**src/rtl/umac_pkg.sv**
```systemverilog
// Shared types and helpers for the uMac response collector: FSM states,
// default MISR constants, the MISR step and the two-word response fold.
package umac_pkg;

  typedef enum logic [1:0] {
    ST_IDLE,
    ST_COLLECT,
    ST_DONE
  } state_e;

  localparam logic [31:0] DEF_SEED = 32'hFFFF_FFFF;
  localparam logic [31:0] DEF_POLY = 32'h04C1_1DB7;

  function automatic logic [31:0] misr_step(input logic [31:0] sig,
                                            input logic [31:0] d,
                                            input logic [31:0] poly = DEF_POLY);
    return {sig[30:0], 1'b0} ^ (sig[31] ? poly : 32'h0) ^ d;
  endfunction

  // Half-word swap of out2 keeps the two uMac outputs from cancelling each other.
  function automatic logic [31:0] fold(input logic [31:0] out1,
                                       input logic [31:0] out2);
    return out1 ^ {out2[15:0], out2[31:16]};
  endfunction

endpackage

```
**src/rtl/umac_misr32.sv**
```systemverilog
// 32-bit registered MISR with synchronous seed load (priority) and absorb enable.
module umac_misr32
  import umac_pkg::*;
#(
  parameter logic [31:0] SEED = DEF_SEED,
  parameter logic [31:0] POLY = DEF_POLY
) (
  input  logic        i_clk,
  input  logic        i_rst_n,
  input  logic        i_load,
  input  logic        i_en,
  input  logic [31:0] i_d,
  output logic [31:0] o_sig,
  output logic [31:0] o_sig_next
);

  assign o_sig_next = misr_step(o_sig, i_d, POLY);

  // NOTE: sequential state uses non-blocking assignments only, so every
  // register samples pre-edge values regardless of block ordering.
  always_ff @(posedge i_clk or negedge i_rst_n) begin
    if (!i_rst_n)    o_sig <= SEED;
    else if (i_load) o_sig <= SEED;
    else if (i_en)   o_sig <= o_sig_next;
  end

endmodule

```
**src/rtl/umac_resp_collector.sv**
```systemverilog
// Compacts the uMac o_out1/o_out2 stream into one MISR signature per
// {mode, task} segment and banks them for readback.
// Optional: define UMAC_COLL_GAP_CNT_EN to add the o_gap_cnt idle-cycle counter.
module umac_resp_collector
  import umac_pkg::*;
#(
  parameter int          SEG_LEN = 65536,
  parameter int          NUM_SEG = 8,
  parameter logic [31:0] SEED    = DEF_SEED,
  parameter logic [31:0] POLY    = DEF_POLY
) (
  input  logic        i_clk,
  input  logic        i_rst_n,
  input  logic        i_start,
  input  logic        i_valid,
  input  logic [1:0]  i_task,
  input  logic        i_mode,
  input  logic [31:0] i_out1,
  input  logic [31:0] i_out2,
  input  logic [2:0]  i_rd_idx,
  output logic [31:0] o_rd_sig,
  output logic        o_busy,
  output logic        o_seg_done,
  output logic        o_done,
  output logic        o_seq_err,
  output logic [16:0] o_cnt
`ifdef UMAC_COLL_GAP_CNT_EN
  ,
  output logic [31:0] o_gap_cnt
`endif
);

  localparam int          IDX_W    = (NUM_SEG > 1) ? $clog2(NUM_SEG) : 1;
  localparam logic [16:0] LAST_CNT = 17'(SEG_LEN - 1);
  localparam logic [IDX_W-1:0] LAST_SEG = IDX_W'(NUM_SEG - 1);

  state_e           state_q, state_d;
  logic             enter, take, close;
  logic [IDX_W-1:0] seg_idx_q;
  logic [2:0]       seg_key_q, key_in, key_eff;
  logic [31:0]      sig, sig_next;
  logic [31:0]      bank [NUM_SEG];

  assign key_in  = {i_mode, i_task};
  // On a segment's first sample the key register is not loaded yet.
  assign key_eff = (o_cnt == 17'd0) ? key_in : seg_key_q;
  assign o_busy  = (state_q == ST_COLLECT);
  assign o_done  = (state_q == ST_DONE);

  umac_misr32 #(.SEED(SEED), .POLY(POLY)) u_misr (
    .i_clk      (i_clk),
    .i_rst_n    (i_rst_n),
    .i_load     (enter | close),
    .i_en       (take),
    .i_d        (fold(i_out1, i_out2)),
    .o_sig      (sig),
    .o_sig_next (sig_next)
  );

  always_ff @(posedge i_clk or negedge i_rst_n) begin
    if (!i_rst_n) state_q <= ST_IDLE;
    else          state_q <= state_d;
  end

  // NOTE: every combinational output gets a default first, so no path can
  // leave a value unassigned and infer a latch.
  always_comb begin
    state_d = state_q;
    enter   = 1'b0;
    take    = 1'b0;
    close   = 1'b0;
    case (state_q)
      ST_IDLE, ST_DONE: begin
        if (i_start) begin
          enter   = 1'b1;
          state_d = ST_COLLECT;
        end
      end
      ST_COLLECT: begin
        if (i_start) begin
          enter = 1'b1;
        end else if (i_valid) begin
          take = 1'b1;
          if (o_cnt == LAST_CNT) begin
            close = 1'b1;
            if (seg_idx_q == LAST_SEG) state_d = ST_DONE;
          end
        end
      end
      default: state_d = ST_IDLE;
    endcase
  end

  always_ff @(posedge i_clk or negedge i_rst_n) begin
    if (!i_rst_n) begin
      o_cnt      <= 17'd0;
      seg_idx_q  <= '0;
      seg_key_q  <= 3'd0;
      o_seq_err  <= 1'b0;
      o_seg_done <= 1'b0;
    end else begin
      o_seg_done <= close;
      if (enter) begin
        o_cnt     <= 17'd0;
        seg_idx_q <= '0;
        o_seq_err <= 1'b0;
      end else if (take) begin
        if (o_cnt == 17'd0)       seg_key_q <= key_in;
        else if (key_in != seg_key_q) o_seq_err <= 1'b1;
        if (close) begin
          o_cnt     <= 17'd0;
          seg_idx_q <= (seg_idx_q == LAST_SEG) ? '0 : seg_idx_q + IDX_W'(1);
        end else begin
          o_cnt <= o_cnt + 17'd1;
        end
      end
    end
  end

  // NOTE: the bank is only eight words and must read back as zero after
  // reset, so it is built from resettable flops rather than a RAM.
  always_ff @(posedge i_clk or negedge i_rst_n) begin
    if (!i_rst_n) begin
      for (int i = 0; i < NUM_SEG; i++) bank[i] <= 32'h0;
      o_rd_sig <= 32'h0;
    end else begin
      if (close) bank[key_eff] <= sig_next;
      o_rd_sig <= bank[i_rd_idx];
    end
  end

`ifdef UMAC_COLL_GAP_CNT_EN
  always_ff @(posedge i_clk or negedge i_rst_n) begin
    if (!i_rst_n)
      o_gap_cnt <= 32'h0;
    else if (enter)
      o_gap_cnt <= 32'h0;
    else if (o_busy && !i_valid && (o_gap_cnt != 32'hFFFF_FFFF))
      o_gap_cnt <= o_gap_cnt + 32'd1;
  end
`endif

endmodule

```
**config.mk**
```make
export PLATFORM = sky130hd
export DESIGN_NAME = umac_resp_collector
export DESIGN_NICKNAME = d
export VERILOG_FILES = /design/src/rtl/umac_pkg.sv /design/src/rtl/umac_misr32.sv /design/src/rtl/umac_resp_collector.sv
export SDC_FILE = /design/constraint.sdc
export NUM_CORES = 1
export LEC_CHECK = 0
export ABC_CLOCK_PERIOD_IN_PS = 3200
export BUFFER_PORTS_ARGS = -buffer_cell sky130_fd_sc_hd__buf_4
export CAP_MARGIN = 40
export CELL_PAD_IN_SITES_DETAIL_PLACEMENT = 0
export CELL_PAD_IN_SITES_GLOBAL_PLACEMENT = 1
export CORE_UTILIZATION = 51
export CTS_CLUSTER_DIAMETER = 50
export DETAILED_ROUTE_END_ITERATION = 8
export PLACE_DENSITY = 0.87
export SYNTH_ARGS = -nofsm -noshare
export SYNTH_HDL_FRONTEND = slang
export SYNTH_HIERARCHICAL = 1
export SYNTH_SLANG_ARGS = --single-unit
```
**constraint.sdc**
```tcl
create_clock -name i_clk -period 3.2 [get_ports i_clk]
set_clock_uncertainty 0.05 [all_clocks]
set_input_delay 0.96 -clock i_clk [delete_from_list [all_inputs] [get_ports i_clk]]
set_output_delay 0.96 -clock i_clk [all_outputs]
set_load 0.03 [all_outputs]
```
==> flow_summary_export.csv, run 1 <==
group,metric,value,unit
status,status,"finished with violations",
status,violations,"design-rule violations",
flow_run,max_cap_viol_count,0,
drt,wl_per_cell,20.67,µm
sta,worst_hold_slack,0.3343,ns
setup_path,path_class,"reg -> reg",
floorplanning,dieArea,0.03221,mm²
setup_path,critical_path_arrival,3.31,ns
sta,hold_viol,0,
clock_tree,clock-sinks,347,
yosys,synth-seq-area-share,0.5430,
clock_tree,cts_tree,"yes",
yosys,synth_nets,1124,
power_and_ir_drop,power.density,507.6,mW/mm²
power_and_ir_drop,leakagePower,9.309,nW
yosys,syn-mean-instance-area,15.37,µm²
yosys,synth-seq-cells,347,
setup_path,start_kind,"flop",
global_routing,grt_overflow,0,
yosys,post_synth_num_cell_types,54,
yosys,synth_top_area_cell,"dfrtp_1",
final_layout,areaGrowthSynthToFinish,17.73,%
clock_tree,post_cts_buffers,0,
global_routing,antenna_found_initial,0,
drt,wirelength,33.05,mm
yosys,synth_most_common_cell,"dfrtp_1",
placed_design,gp_congestion,0.8161,
placed_design,hpwl,19.73,mm
worst_hold_path,min_path_type,"in -> async",
clock_tree,postCtsHoldBufs,0,
global_routing,grt_max_degree,75,
sta,tightestPinTransition,0.7472,ns
clock_tree,clkLatencyLatePin,0.52,ns
drt,top_layer,"met4",
setup_path,required,3.54,ns
drt,num_vias,9242,
sta,setup_tns,0,ns
clock_tree,clkTransAtPathRegs,0.06,ns
floorplanning,core-area,0.03075,mm²
clock_tree,cts.htree.levels,2,
floorplanning,io_pins,127,
setup_path,cp-end-kind,"flop",
drt,first_iter_violations,506,
yosys,synth_area_leaders,"dfrtp_1 (49%), mux2_1 (10%), mux2_2 (10%)",
final_layout,antenna_cells,0,
floorplanning,die_w,179.5,µm
yosys,yosys-top-cells-count,"dfrtp_1 (315), mux2_1 (146), mux2_2 (145)",
setup_path,critical_path.max_fanout,13,
drt,ant_nets,0,
global_routing,grt_use_total,0.2150,
final_layout,nNetsFinal,1254,
global_routing,grt_pass1_vias,9976,
power_and_ir_drop,irDropWorstVdd,0.4014,mV
floorplanning,start_util,0.5224,
yosys,synth-async-reset-ratio,1.000,
yosys,syn_area,0.01606,mm²
sta,slew_headroom,0.5002,
yosys,ys_warn_count,6,
drt,dr_wl_met3,1.506,mm
floorplanning,die_h,179.5,µm
global_routing,grt_pass1_wl,55.08,mm
drt,wl_met2,16.12,mm
sta,slew_violations,0,
sta,period_needed,2.969,ns
sta,fmax,336.8,MHz
clock_tree,root_buffer,"clkbuf_16",
clock_tree,cts_resized,0,
drt,wl_met1,14.94,mm
clock_tree,numCtsBuffers,39,
sta,rsz0062_at_grt,"no",
clock_tree,clock_path_buffers,3,
yosys,synth_edf_count,0,
drt,drc,14,
sta,post-route-period-util,0.9278,
floorplanning,floorplan.rows,64,
yosys,syn_inst,1045,
drt,first_pass_iters,6,
placed_design,port_buffers,126,
yosys,synth_top_area_share,0.4907,
sta,finalSetupViolations,0,
drt,via_per_inst,5.780,
yosys,synth_ff_type,"dfrtp_1",
final_layout,layout-drive-gt1-share,0.3882,
-- layer usage --
layer / track usage / vias up
met5: 0 / -
li1: - / 4113
met3: 0.03424 / 41
met4: 0.04621 / 0
met2: 0.3516 / 190
met1: 0.3059 / 4898
-- worst max-delay path: stages, from the launching register on --
cell,delay (ns)
dfrtp_1,0.47
and4_1,0.29
nand4_1,0.15
nor3_1,0.23
ha_1,0.31
and3b_1,0.27
nand3_1,0.13
mux2i_4,0.24
buf_4,0.33
mux2_1,0.37
-- cell usage in the layout (no fill, tap or decap), types with 13 or more instances in the layout --
master / n
dfrtp_1: 315
mux2_1: 146
mux2_2: 145
buf_4: 131
mux4_2: 64
xor2_1: 56
clkbuf_16: 41
nor2b_1: 35
a211o_1: 32
dfstp_2: 32
nand2_1: 23
buf_12: 18
nand3_1: 13
clkbuf_1: 13
xor3_1: 13
-- layout make-up --
class / count / area, µm²
fillers: 2322 / 11840
flip-flops and latches: 347 / 8723
multi-input cells: 630 / 7081
repair buffers: 150 / 1359
clock buffers: 58 / 1130
well taps: 396 / 495.5
clock inverters: 11 / 97.59
inverters: 7 / 26.28
-- cell families (layout without fill, tap and decap cells) --
family,Yosys count,in the layout,share of synthesized area
AOI/OAI and AO/OA,61,61,0.02944
buffers and inverters,68,226,0.02150
xor gates and xnor gates,73,73,0.05195
DFF,347,347,0.5430
and+or+nand+nor,126,126,0.04930
adders and majority gates,5,5,0.003894
muxes,365,365,0.3009
-- through the flow --
step | area [µm²] | util | power (mW) | setup slack (ns) | cells
final | 18910 | 0.6150 | 9.599 | 0.2310 | 1599
after global routing | 18910 | 0.6150 | 9.945 | 0.07713 | 1599
after CTS | 18910 | 0.6150 | 9.704 | 0.2367 | 1599
after detailed placement | 17680 | 0.5751 | 5.416 | 0.2527 | 1530
after global placement | 17680 | 0.5751 | 5.400 | 0.3072 | 1530
after floorplan | 16060 | - | 5.040 | 0.2710 | 1045
-- worst paths after layout --
kind	from	endpoint	slack [ns]	cells past startpoint
setup / recovery	o_cnt[3]$_DFFE_PN0P_	bank[213]$_DFFE_PN0P_	0.23	9
hold / removal	i_rst_n	o_rd_sig[3]$_DFF_PN0_	0.33	1
setup reg to reg	o_cnt[3]$_DFFE_PN0P_	bank[213]$_DFFE_PN0P_	0.23	9
hold reg to reg	bank[138]$_DFFE_PN0P_	bank[138]$_DFFE_PN0P_	0.43	1
max in group asynchronous	i_rst_n	u_misr/o_sig[17]$_DFFE_PN1P_	1.92	2
min in group i_clk	bank[138]$_DFFE_PN0P_	bank[138]$_DFFE_PN0P_	0.43	1
-- registers in the layout, summed over array words and instances (netlist names) --
signal	cells
bank	256
o_cnt	17
o_rd_sig	32
o_seg_done	1
o_seq_err	1
seg_idx_q	3
seg_key_q	3
state_q	2
u_misr/o_sig	32
-- power breakdown --
part | internal (mW) | switching, mW
Combinational | 0.324 | 0.505
Sequential | 4.46 | 0.0489
Clock | 2.53 | 1.73
Total | 7.31 | 2.28
Note: power is estimated with default switching activity, not from simulation.
==> run 2: changes to the inputs <==
--- a/config.mk
+++ b/config.mk
@@ -10,10 +10,11 @@
 export CAP_MARGIN = 40
 export CELL_PAD_IN_SITES_DETAIL_PLACEMENT = 0
 export CELL_PAD_IN_SITES_GLOBAL_PLACEMENT = 1
-export CORE_UTILIZATION = 51
+export CORE_MARGIN = 2
+export CORE_UTILIZATION = 40
 export CTS_CLUSTER_DIAMETER = 50
 export DETAILED_ROUTE_END_ITERATION = 8
-export PLACE_DENSITY = 0.87
+export PLACE_DENSITY = 0.72
 export SYNTH_ARGS = -nofsm -noshare
 export SYNTH_HDL_FRONTEND = slang
 export SYNTH_HIERARCHICAL = 1
==> flow_summary_export.csv, run 2 (synthesis results as in run 1) <==
group,metric,value,unit
power_and_ir_drop,power.internal,7.495,mW
final_layout,largest_register_ff_count,256,
setup_path,cp-end-kind,"flop",
sta,hold_viol,0,
final_layout,nNetsFinal,1267,
placed_design,place_inst,1671,
floorplanning,die_h,204.4,µm
drt,wirelength,34.51,mm
setup_path,cp_common_cell,"nand2_1",
floorplanning,start_util,0.4043,
power_and_ir_drop,power.density,512.6,mW/mm²
global_routing,grt_use_total,0.1695,
global_routing,antenna_found_initial,0,
floorplanning,floorplan.rows,73,
status,status,"completed",
worst_hold_path,min_path_type,"in -> async",
sta,fin_ws,0.2283,ns
power_and_ir_drop,combinationalPowerShare,0.085,
power_and_ir_drop,p_clk_frac,0.458,
floorplanning,io_pins,127,
clock_tree,root_buffer,"clkbuf_16",
floorplanning,die_w,204.4,µm
clock_tree,numCtsBuffers,40,
clock_tree,post_cts_buffers,0,
sta,fmax,336.5,MHz
global_routing,grt_pass1_vias,9632,
setup_path,start_kind,"flop",
final_layout,areaGrowthSynthToFinish,19.98,%
clock_tree,cts_tree,"yes",
setup_path,path_cells,"and4_1, nand4_1, nor3_1, ha_1, a31o_2, nand2_1, clkinv_1, or4_1, nand2_1",
floorplanning,dieArea,0.04178,mm²
power_and_ir_drop,power.switching,2.384,mW
setup_path,crit_start,"o_cnt[4]$_DFFE_PN0P_",
setup_path,cpPeakStageDelay,0.63,ns
setup_path,path_class,"reg -> reg",
clock_tree,clock-sinks,347,
power_and_ir_drop,leakagePower,9.426,nW
drt,num_vias,9230,
placed_design,port_buffers,126,
clock_tree,clock_path_buffers,3,
setup_path,required,3.62,ns
clock_tree,cts.htree.levels,2,
final_layout,final_cell_mix,"dfrtp_1 (315), mux2_1 (146), mux2_2 (145), buf_4 (143), mux4_2 (64)",
final_layout,fin_util,0.4851,
final_layout,finalNonFillerCells,1743,
sta,tightestPinTransition,0.8048,ns
sta,period_needed,2.972,ns
setup_path,cpMaxStageDelayCell,"or4_1",
global_routing,grt_pass1_wl,55.45,mm
drt,wl_per_cell,19.80,µm
setup_path,rrSetupSlack,0.23,ns
global_routing,grt_max_degree,65,
clock_tree,postCtsHoldBufs,0,
drt,ant_nets,0,
power_and_ir_drop,seq_power_share,0.456,
power_and_ir_drop,irDropWorstVdd,0.3586,mV
sta,finalSetupViolations,0,
sta,worst_hold_slack,0.3355,ns
drt,first_pass_iters,4,
clock_tree,clkTransAtPathRegs,0.06,ns
power_and_ir_drop,switching_share,0.2413,
global_routing,grt_overflow,0,
sta,slew_violations,0,
setup_path,r2r_end,"o_cnt[8]$_DFFE_PN0P_",
placed_design,hpwl,21.35,mm
sta,setup_tns,0,ns
final_layout,antenna_cells,0,
final_layout,fillers,3431,
final_layout,largest-register,"bank",
final_layout,seqCellArea,0.008723,mm²
flow_run,max_cap_viol_count,0,
setup_path,critical_path_arrival,3.39,ns
floorplanning,core-area,0.03973,mm²
sta,post-route-period-util,0.9287,
final_layout,multiInputGateArea,0.007087,mm²
final_layout,final_common_cell,"dfrtp_1",
placed_design,gp_congestion,0.7824,
setup_path,reg2regPathDepth,9,
final_layout,reg_top3,"bank (256), o_rd_sig (32), u_misr/o_sig (32)",
setup_path,reg2reg_from,"o_cnt[4]$_DFFE_PN0P_",
setup_path,critical_path.max_fanout,12,
drt,drc,0,
placed_design,post-place-ws,0.1998,ns
final_layout,layout-drive-gt1-share,0.4031,
sta,slew_headroom,0.4617,
drt,via_per_inst,5.295,
clock_tree,clkLatencyLatePin,0.54,ns
sta,rsz0062_at_grt,"no",
drt,first_iter_violations,391,
## run 2: cell types whose count changed in the layout (fill, tap and decap cells not counted), moves of 2 or more
cell,previous run,this run
clkbuf_8,4,8
clkinv_2,5,8
clkbuf_1,13,5
clkinv_4,2,4
buf_4,131,143
## run 2: what timing repair did
| item | CTS | global route |
|---|---|---|
| hold endpoints to repair | 0 | 0 |
| setup endpoints to repair | 0 | 16 |
| gates resized for setup | 0 | 1 |
## run 2: worst max-delay path, delay by kind of cell, from the launching register on
family                   cells  cell delay [ns]
adder cells (fa/ha/maj)      1             0.31
AO/OA/AOI/OAI                1             0.28
AND/OR/NAND/NOR              6             1.39
flip-flops                   1             0.45
buffers and inverters        1             0.44
## run 2: worst max-delay path by stage
stage,end,slack (ns),cells past startpoint
finish,o_cnt[8]$_DFFE_PN0P_,0.23,9
global route,bank[212]$_DFFE_PN0P_,0.02,9
CTS,bank[116]$_DFFE_PN0P_,0.18,9
detailed placement,bank[113]$_DFFE_PN0P_,0.20,9
global placement,o_cnt[14]$_DFFE_PN0P_,0.25,9
floorplan,bank[183]$_DFFE_PN0P_,0.27,10
## run 2: area by class of cell
cell class	count	share of cell area
multi-input combinational	630	0.3677
clock buffer	54	0.05992
tap	525	0.03408
sequential	347	0.4526
timing repair buffer	162	0.07518
clock inverter	18	0.009153
inverter	7	0.001363
## run 2: per-stage QoR
stage | power [mW] | cell area, µm²
3_3_place_gp | 5.430 | 17940
4_1_cts | 10.02 | 19270
3_5_place_dp | 5.439 | 17940
6_report | 9.880 | 19270
5_1_grt | 10.29 | 19270
2_1_floorplan | 5.040 | 16060
## run 2: routing by layer
metal  up-vias  part of all wire  track usage
met5         -                 0            0
met4         0             0.014      0.03727
met3        43             0.036      0.02647
met2       158              0.49       0.2780
met1      4863              0.46       0.2384
li1       4166                 -            -
## run 2: power by group through the flow
stage          clock [mW]  sequential [mW]  combinational [mW]
3_5_place_dp            0             4.59               0.853
3_3_place_gp            0             4.58               0.846
5_1_grt              4.85             4.51               0.929
2_1_floorplan           0             4.57               0.466
4_1_cts              4.66             4.51               0.856
6_report             4.53             4.51               0.842
==> run 3: changes to the inputs <==
--- a/config.mk
+++ b/config.mk
@@ -12,9 +12,9 @@
 export CELL_PAD_IN_SITES_GLOBAL_PLACEMENT = 1
 export CORE_MARGIN = 2
 export CORE_UTILIZATION = 40
-export CTS_CLUSTER_DIAMETER = 50
+export CTS_CLUSTER_DIAMETER = 150
 export DETAILED_ROUTE_END_ITERATION = 8
-export PLACE_DENSITY = 0.72
+export PLACE_DENSITY = 0.71
 export SYNTH_ARGS = -nofsm -noshare
 export SYNTH_HDL_FRONTEND = slang
 export SYNTH_HIERARCHICAL = 1
==> flow_summary_export.csv, run 3 (synthesis results as in run 1) <==
group,metric,value,unit
setup_path,reg2regPathDepth,9,
placed_design,port_buffers,126,
floorplanning,die_w,204.4,µm
clock_tree,post_cts_buffers,0,
global_routing,grt_overflow,0,
final_layout,antenna_cells,0,
setup_path,cpLargestDelayFamily,"simple AND/OR/NAND/NOR gates",
drt,drc,0,
clock_tree,numCtsBuffers,39,
setup_path,rrSetupSlack,0.25,ns
final_layout,layout-drive-gt1-share,0.3881,
worst_hold_path,min_path_type,"in -> async",
clock_tree,clkTransAtPathRegs,0.06,ns
drt,first_iter_violations,467,
final_layout,largest-register,"bank",
final_layout,nNetsFinal,1262,
final_layout,final_common_cell,"dfrtp_1",
setup_path,crit_start,"o_cnt[2]$_DFFE_PN0P_",
global_routing,grt_pass1_vias,9749,
setup_path,endpoint,"bank[223]$_DFFE_PN0P_",
floorplanning,start_util,0.4043,
placed_design,place_inst,1667,
placed_design,gp_congestion,0.8026,
setup_path,cp-end-kind,"flop",
sta,hold_viol,0,
flow_run,max_cap_viol_count,0,
final_layout,areaGrowthSynthToFinish,18.93,%
setup_path,cp.buffers_inverters,1,
setup_path,cpPeakStageDelay,0.48,ns
global_routing,grtUsageMet1,0.2428,
setup_path,required,3.56,ns
drt,via_per_inst,5.294,
drt,first_pass_iters,5,
sta,setup_tns,0,ns
sta,slew_headroom,0.5174,
setup_path,critical_path.max_fanout,32,
final_layout,fillers,3475,
setup_path,critical_path_arrival,3.31,ns
clock_tree,postCtsHoldBufs,0,
clock_tree,cts_resized,0,
final_layout,finalNonFillerCells,1736,
global_routing,antenna_found_initial,0,
sta,finalSetupViolations,0,
placed_design,hpwl,21.02,mm
drt,wl_per_cell,19.88,µm
setup_path,cpMaxStageDelayCell,"dfrtp_1",
setup_path,path_class,"reg -> reg",
sta,post-route-period-util,0.9223,
global_routing,busiest_layer,"met2",
setup_path,reg2reg_from,"o_cnt[2]$_DFFE_PN0P_",
sta,fmax,338.8,MHz
power_and_ir_drop,irDropWorstVdd,0.3200,mV
final_layout,multiInputGateArea,0.007081,mm²
sta,slew_violations,0,
global_routing,grt_use_total,0.1697,
clock_tree,clock-sinks,347,
global_routing,grt_pass1_wl,55.51,mm
setup_path,start_kind,"flop",
setup_path,cp.depth,9,
sta,tightestPinTransition,0.7215,ns
global_routing,grt_max_degree,81,
floorplanning,floorplan.rows,73,
sta,period_needed,2.951,ns
power_and_ir_drop,power.density,498.3,mW/mm²
drt,wirelength,34.50,mm
floorplanning,die_h,204.4,µm
drt,ant_nets,0,
setup_path,r2r_end,"bank[223]$_DFFE_PN0P_",
global_routing,use_met2,0.2753,
sta,rsz0062_at_grt,"no",
clock_tree,clkLatencyLatePin,0.52,ns
clock_tree,root_buffer,"clkbuf_16",
final_layout,largest_register_ff_count,256,
final_layout,reg_top3,"bank (256), o_rd_sig (32), u_misr/o_sig (32)",
final_layout,seqCellArea,0.008723,mm²
clock_tree,cts_tree,"yes",
floorplanning,io_pins,127,
floorplanning,dieArea,0.04178,mm²
final_layout,fin_util,0.4808,
setup_path,path_cells,"and4_1, nand4_1, nor3_1, ha_1, and3b_1, nand3_1, mux2i_4, buf_12, mux2_2",
drt,num_vias,9190,
floorplanning,core-area,0.03973,mm²
clock_tree,cts.htree.levels,2,
final_layout,final_cell_mix,"dfrtp_1 (315), mux2_1 (146), mux2_2 (145), buf_4 (138), mux4_2 (64)",
status,status,"completed",
clock_tree,clock_path_buffers,3,
global_routing,grt_use_met3,0.02519,
power_and_ir_drop,leakagePower,9.324,nW
[run 3: metal layers]
metal  vias up  routed length [µm]  part of all wire
met5         -                   0                 0
met4         0                 510             0.015
met3        41                1263             0.037
met2       164               16470              0.48
met1      4837               16260              0.47
li1       4148                   -                 -
[run 3: worst register-to-register path, stage by stage (launching register included)]
cell	delay [ns]
dfrtp_1	0.48
and4_1	0.30
nand4_1	0.16
nor3_1	0.23
ha_1	0.34
and3b_1	0.28
nand3_1	0.13
mux2i_4	0.20
buf_12	0.28
mux2_2	0.40
[run 3: cell type report]
class,instances,share of cell area
flip-flops and latches,347,0.4566
clock inverters,5,0.002947
well taps,525,0.03438
clock buffers,64,0.05914
multi-input cells,630,0.3706
repair buffers,158,0.07492
inverters,7,0.001375
[run 3: worst min-delay path by stage]
stage / startpoint / to / slack, ns / cells past startpoint
after floorplan: bank[170]$_DFFE_PN0P_ / bank[170]$_DFFE_PN0P_ / 0.40 / 1
after global placement: bank[87]$_DFFE_PN0P_ / bank[87]$_DFFE_PN0P_ / 0.41 / 1
after detailed placement: bank[52]$_DFFE_PN0P_ / bank[52]$_DFFE_PN0P_ / 0.42 / 1
after CTS: i_rst_n / o_rd_sig[19]$_DFF_PN0_ / 0.41 / 1
after global routing: i_rst_n / o_rd_sig[19]$_DFF_PN0_ / 0.43 / 1
final: i_rst_n / o_rd_sig[19]$_DFF_PN0_ / 0.37 / 1
[run 3: power breakdown]
| group | internal, mW | switching [mW] |
|---|---|---|
| clock network | 2.48 | 1.69 |
| logic | 0.327 | 0.506 |
| registers | 4.46 | 0.0523 |
[run 3: through the flow]
stage	hold WS [ns]	cell area (µm²)	total power [mW]	setup slack, ns
floorplan	0.4024	16060	5.040	0.2710
global placement	0.4119	17920	5.423	0.3391
detailed placement	0.4207	17920	5.431	0.2778
CTS	0.4082	19100	9.653	0.2642
global route	0.4275	19100	9.911	0.02875
finish	0.3725	19100	9.520	0.2488
